$ cat src/rtl/alu_issue_ctrl.sv
// alu_issue_ctrl: handshaked issue sequencer and result FIFO wrapped around the combinational ALU_8bit
// Ports: cmd_* accepts {op,a,b} over valid/ready; alu_* drive/capture ALU_8bit;
//        res_* present the FIFO head over valid/ready; busy flags the DRIVE state.
// Define ALU_ISSUE_STATS_EN to add the stat_ops/stat_carry push counters.
module alu_issue_ctrl #(
  parameter int FIFO_DEPTH = 4
) (
  input  logic        clk,
  input  logic        rst,
  input  logic        cmd_valid,
  output logic        cmd_ready,
  input  logic [2:0]  cmd_op,
  input  logic [7:0]  cmd_a,
  input  logic [7:0]  cmd_b,
  output logic [2:0]  alu_opcode,
  output logic [7:0]  alu_a,
  output logic [7:0]  alu_b,
  input  logic [15:0] alu_out,
  input  logic        alu_cout,
  output logic        res_valid,
  input  logic        res_ready,
  output logic [15:0] res_data,
  output logic        res_cout,
  output logic [2:0]  res_op,
  output logic        busy
`ifdef ALU_ISSUE_STATS_EN
  ,
  output logic [15:0] stat_ops,
  output logic [15:0] stat_carry
`endif
);
  localparam int AW = $clog2(FIFO_DEPTH);
  localparam logic [AW:0] FULL = (AW+1)'(FIFO_DEPTH);
  typedef enum logic {IDLE, DRIVE} state_t;
  state_t        state_q, state_d;
  logic [2:0]    op_q, op_d;
  logic [7:0]    a_q, a_d, b_q, b_d;
  logic [AW-1:0] rd_q, rd_d, wr_q, wr_d;
  logic [AW:0]   cnt_q, cnt_d;
  logic [19:0]   mem_q [FIFO_DEPTH];
  logic [19:0]   mem_d [FIFO_DEPTH];
  logic          accept, push, pop;
  assign cmd_ready = state_q == IDLE && cnt_q < FULL;
  assign busy = state_q == DRIVE;
  assign res_valid = cnt_q != '0;
  assign {res_op, res_data, res_cout} = mem_q[rd_q];
  assign alu_opcode = op_q;
  assign alu_a = a_q;
  assign alu_b = b_q;
  // The ALU has had the whole DRIVE cycle to settle, so capture is unconditional there.
  always_comb begin
    accept = cmd_valid && cmd_ready;
    push = state_q == DRIVE;
    pop = res_valid && res_ready;
    state_d = accept ? DRIVE : IDLE;
    op_d = accept ? cmd_op : op_q;
    a_d = accept ? cmd_a : a_q;
    b_d = accept ? cmd_b : b_q;
    wr_d = wr_q + AW'(push);
    rd_d = rd_q + AW'(pop);
    cnt_d = cnt_q + (AW+1)'(push) - (AW+1)'(pop);
    for (int i = 0; i < FIFO_DEPTH; i++)
      mem_d[i] = (push && wr_q == AW'(i)) ? {op_q, alu_out, alu_cout} : mem_q[i];
  end
  always_ff @(posedge clk or posedge rst) begin
    if (rst) begin
      state_q <= IDLE;
      op_q <= '0;
      a_q <= '0;
      b_q <= '0;
      rd_q <= '0;
      wr_q <= '0;
      cnt_q <= '0;
      for (int i = 0; i < FIFO_DEPTH; i++) mem_q[i] <= '0;
    end else begin
      state_q <= state_d;
      op_q <= op_d;
      a_q <= a_d;
      b_q <= b_d;
      rd_q <= rd_d;
      wr_q <= wr_d;
      cnt_q <= cnt_d;
      for (int i = 0; i < FIFO_DEPTH; i++) mem_q[i] <= mem_d[i];
    end
  end
`ifdef ALU_ISSUE_STATS_EN
  logic [15:0] stat_ops_q, stat_ops_d, stat_carry_q, stat_carry_d;
  assign stat_ops = stat_ops_q;
  assign stat_carry = stat_carry_q;
  always_comb begin
    stat_ops_d = stat_ops_q + 16'(push);
    stat_carry_d = stat_carry_q + 16'(push && alu_cout);
  end
  always_ff @(posedge clk or posedge rst) begin
    if (rst) begin
      stat_ops_q <= '0;
      stat_carry_q <= '0;
    end else begin
      stat_ops_q <= stat_ops_d;
      stat_carry_q <= stat_carry_d;
    end
  end
`endif
endmodule
$ cat config.mk
export PLATFORM = sky130hd
export DESIGN_NAME = alu_issue_ctrl
export DESIGN_NICKNAME = d
export VERILOG_FILES = /design/src/rtl/alu_issue_ctrl.sv
export SDC_FILE = /design/constraint.sdc
export NUM_CORES = 1
export LEC_CHECK = 0
export CAP_MARGIN = 20
export CORE_MARGIN = 2
export CORE_UTILIZATION = 40
export CTS_CLUSTER_DIAMETER = 80
export DETAILED_ROUTE_END_ITERATION = 6
export PLACE_DENSITY_LB_ADDON = 0.2
export SLEW_MARGIN = 20
export SYNTH_ARGS = -nofsm -noshare
export SYNTH_HDL_FRONTEND = slang
export SYNTH_SLANG_ARGS = --single-unit
$ cat constraint.sdc
create_clock -name clk -period 3.03 [get_ports clk]
set_input_delay 0.303 -clock clk [delete_from_list [all_inputs] [get_ports clk]]
set_output_delay 0.303 -clock clk [all_outputs]
set_load 0.05 [all_outputs]
==> impl_metrics.ini, run 1 <==
[outcome]
status = complete, no violations

[cells_and_area]
drive_gt1_frac = 0.473
final_area_um2 = 5770
layout.nets = 393
diodes = 0
area_growth_pct = 27.5

[grt]
grt_usage = 0.161
gr-usage-met1 = 0.214
overflow = 0
grt_max_degree = 47
gr-usage-met3 = 0.0535
antenna_found_initial = 0
grt_pass1_vias = 2842
grt_pass1_wl_mm = 14.6
grt.met2_usage = 0.252
grt.busiest_layer = met2

[detailed_routing]
num_vias = 2544
drc = 0
avgViaCountPerCell = 5.14
first_pass_iters = 4
wl_per_cell_um = 17.8
ant_nets = 0
wl_mm = 8.83
drt_iter0_markers = 103

[sta]
tns_ns = 0
slew_viol_final = 0
relSlewSlack = 0.460
hold_ws_ns = 0.464
fmax_mhz = 422
rsz0062_at_grt = no
period_minus_slack_ns = 2.37
hold_viol_final = 0
setup_viol_count_final = 0
worstMarginPinSlew_ns = 0.809
fin_crit_sh = 0.781
clock_skew_ns = 0.00517

[logic_synthesis]
synth-seq-area-share = 0.592
syn_inst = 262
synth_warnings = 0
synth_nets = 305
synth_seq_cells = 107
syn_area_um2 = 4520
yosysUniqueCellTypes = 21
syn_avg_cell_area_um2 = 17.3

[critical_path]
crit_path_end_kind = primary output
worstPathArrival_ns = 2.06
path_max_fanout = 15
critical_path_class = flop to primary output
cp-start-kind = flop
critPathRequiredTime_ns = 2.73

[cts]
cts_inserted_buffers = 9
clk_pin_slew_ns = 0.07
cts_root_buf = clkbuf_16
clk_latency_ns = 0.34
postCtsHoldBufs = 0
cts_setup_buffers = 0
cts_sinks = 107
ctsLongestPathBuffers = 2
ctsHtreeMaxLevel = 3
cts_tree = done
cts_resized = 0

[place]
hpwlAfterDp_mm = 5.79
post_dp_cell_area_um2 = 5480
portBuffers = 81
place_congestion = 0.680

[die]
die-area_um2 = 12200
die_w_um = 110
start_util = 0.414
core_area_um2 = 10900
fp-row-count = 38
die_h_um = 110
top_level_ports = 82

[run]
drv_cap = 0

[min_path]
hp-class = input pin to async pin
==> registers in the layout (all words and copies together) (netlist names) <==
| signal | count |
|---|---|
| wr_q | 2 |
| alu_opcode | 3 |
| cnt_q | 3 |
| rd_q | 2 |
| mem_q | 80 |
| alu_a | 8 |
| busy | 1 |
| alu_b | 8 |
==> cell usage in the layout, fill, tap and decap left out <==
cell type and instances:
dfrtp_1 107, mux2_2 98, clkdlybuf4s50_1 61, buf_4 28
mux4_2 20, clkbuf_16 9, xnor2_1 4, clkinvlp_4 3
clkinv_4 3, nand3b_1 2, ha_1 2, buf_12 2
nor3b_4 1, nor3b_2 1, o21ai_0 1, or2_2 1
xor2_1 1, or3_1 1, nor2_1 1, o31ai_1 1
o311ai_0 1, mux2i_1 1, inv_1 1, nand3_1 1
mux2_1 1, fa_1 1, clkbuf_8 1, inv_6 1
==> cells by family (layout without fill, tap and decap cells) <==
group / count (synthesis) / count (layout) / share of synthesized area
simple gates: 8 / 8 / 0.0136
buf+inv: 16 / 109 / 0.0216
flops: 107 / 107 / 0.592
fa+ha+maj: 3 / 3 / 0.00996
compound gates: 3 / 3 / 0.00470
xor+xnor: 5 / 5 / 0.00968
mux: 120 / 120 / 0.348
==> metal layers <==
layer,vias up,part of all wire
met5,-,0
met4,0,0.011
met3,11,0.063
met2,65,0.46
met1,1326,0.46
li1,1142,-
==> cells in the mapped netlist <==
library cell	instances	area share
or2_2	1	0.0014
mux2i_1	1	0.0022
mux2_1	1	0.0025
mux4_2	20	0.10
mux2_2	98	0.24
dfrtp_1	107	0.59
buf_2	6	0.0066
nand3b_1	2	0.0033
o311ai_0	1	0.0019
nand3_1	1	0.0011
ha_1	2	0.0055
nor3b_2	2	0.0055
inv_1	2	0.0017
buf_4	8	0.013
xnor2_1	4	0.0077
o21ai_0	1	0.0011
fa_1	1	0.0044
nor2_1	1	0.00083
xor2_1	1	0.0019
o31ai_1	1	0.0017
or3_1	1	0.0014
==> final timing paths <==
path | from | end | slack [ns] | depth (start not counted)
max | rd_q[1] | res_data[14] | 0.66 | 3
min reg2reg | mem_q[32] | mem_q[32] | 0.50 | 1
min in group clk | mem_q[32] | mem_q[32] | 0.50 | 1
max in group asynchronous | rst | mem_q[36] | 1.87 | 3
max reg2reg | busy | mem_q[63] | 1.21 | 3
min | rst | mem_q[60] | 0.46 | 2
==> critical path, cell delays in order, from the launching register on <==
cell and delay [ns]:
dfrtp_1 0.87, buf_4 0.32, mux4_2 0.32, buf_4 0.21
==> area by class of cell <==
| class | instances | area (µm²) |
|---|---|---|
| clock inverter | 6 | 50.0 |
| clock buffer | 10 | 239 |
| multi-input combinational | 139 | 1750 |
| tap | 140 | 175 |
| fill | 944 | 5170 |
| timing repair buffer | 91 | 861 |
| sequential | 107 | 2680 |
| inverter | 2 | 11.3 |
==> through the flow <==
step	worst slack (ns)	utilization	std cells
floorplan	1.35	-	262
global placement	0.995	0.501	479
detailed placement	0.987	0.501	479
CTS	0.614	0.527	495
global route	0.564	0.527	495
finish	0.663	0.527	495
Power of run 1 is not shown: default switching activity piles up to over one toggle a cycle in this logic, so the estimate is an artifact.
==> run 2: changes to the inputs <==
- clock period: 3.03 -> 1.95 ns (I/O delays scaled with it)
==> run 2 against run 1 <==
Net effect:
- worst hold slack got worse by 0.11 ns
- register-to-register slack got worse by 1.0 ns
- highest routed layer unchanged
- global-route usage fell by 0.68 points
- final cell count rose by 1.2%
- setup slack got worse by 0.59 ns
- non-clock buffer count rose by 6
==> impl_metrics.ini, run 2 (synthesis gave the netlist of run 1 again) <==
[outcome]
status = complete, no violations

[sta]
rsz0062_at_grt = no
relSlewSlack = 0.617
hold_viol_final = 0
fmax_mhz = 533
worstMarginPinSlew_ns = 0.575
setup_viol_count_final = 0
tns_ns = 0
slew_viol_final = 0
period_minus_slack_ns = 1.88
clock_skew_ns = 0.00876
fin_crit_sh = 0.962

[cells_and_area]
layout.nets = 399
largest_reg_flops = 80
drive_gt1_frac = 0.482
diodes = 0
post-route-util = 0.544
final_common_cell = dfrtp_1
regMostFlops = mem_q
final_area_um2 = 5950
area_growth_pct = 31.5
most-common-layout-cells = dfrtp_1, mux2_2, clkdlybuf4s50_1

[die]
core_area_um2 = 10900
die-area_um2 = 12200
start_util = 0.414
die_w_um = 110
top_level_ports = 82
die_h_um = 110
fp-row-count = 38

[detailed_routing]
dr.max_layer_used = met4
wl_met1_mm = 3.92
drc = 0
wl_per_cell_um = 17.1
wl_met3_um = 476
wl_mm = 8.58
drt_iter0_markers = 81
ant_nets = 0
num_vias = 2557
avgViaCountPerCell = 5.10
met2_length_mm = 4.10
first_pass_iters = 4

[place]
portBuffers = 81
post_dp_cell_area_um2 = 5590
hpwlAfterDp_mm = 5.56
place_congestion = 0.670

[cts]
postCtsHoldBufs = 0
clk_latency_ns = 0.34
cts_sinks = 107
ctsLongestPathBuffers = 2
ctsHtreeMaxLevel = 3
cts_tree = done
cts_inserted_buffers = 9
cts_root_buf = clkbuf_16
clk_pin_slew_ns = 0.07

[grt]
antenna_found_initial = 0
grt_usage = 0.154
grt_pass1_wl_mm = 14.0
overflow = 0
grt_pass1_vias = 2715
grt_max_degree = 108

[critical_path]
path_max_fanout = 18
crit_path_end_kind = primary output
worstPathArrival_ns = 1.68
cp-start-kind = flop
critical_path_class = flop to primary output
critPathRequiredTime_ns = 1.75

[min_path]
hp-class = input pin to async pin

[run]
drv_cap = 0
## run 2: cell types whose count changed in the layout (fill, tap and decap cells not counted), moves of 2 or more
cell | before | now
buf_12 | 2 | 10
buf_4 | 28 | 26
bufinv_16 | 0 | 2
clkbuf_1 | 0 | 2
clkdlybuf4s50_1 | 61 | 58
clkinv_4 | 3 | 1
clkinvlp_4 | 3 | 1
## run 2: through the flow
stage	hold WS [ns]	std cells	setup WS, ns
detailed placement	0.479	482	0.0709
finish	0.354	501	0.0739
floorplan	0.330	262	0.268
global route	0.448	501	0.00262
global placement	0.473	482	0.0890
CTS	0.417	498	0.00341
## run 2: final timing paths
kind                       startpoint           end  slack, ns  cells after the start
hold / removal                    rst     mem_q[20]       0.35                      3
setup / recovery              rd_q[0]  res_data[13]       0.07                      3
setup reg to reg             cnt_q[2]      cnt_q[2]       0.18                      6
max in group asynchronous         rst      alu_a[7]       1.14                      3
min in group clk             cmd_b[0]      alu_b[0]       0.46                      2
hold reg to reg             mem_q[62]     mem_q[62]       0.49                      1
## run 2: per-layer routing
metal	up-vias	track usage
met5	-	0
met4	0	0.0455
met3	8	0.0453
met2	58	0.244
met1	1338	0.206
li1	1153	-
## run 2: layout make-up
| cell class | instances | area (µm²) |
|---|---|---|
| timing repair buffer | 97 | 1010 |
| tap | 140 | 175 |
| clock buffer | 12 | 246 |
| inverter | 2 | 11.3 |
| multi-input combinational | 139 | 1750 |
| clock inverter | 4 | 73.8 |
| sequential | 107 | 2680 |
| fill | 922 | 4990 |
## run 2: worst max-delay path: stages (launching register included)
cell and delay, ns:
dfrtp_1 0.39, buf_12 0.20, mux4_2 0.54, buf_4 0.21
## run 2: what timing repair did
action                                  CTS  global route
resized for setup                         2             2
endpoints found under the setup margin   16             8
setup buffers                             0             3
Power of run 2 is left out for the same reason.
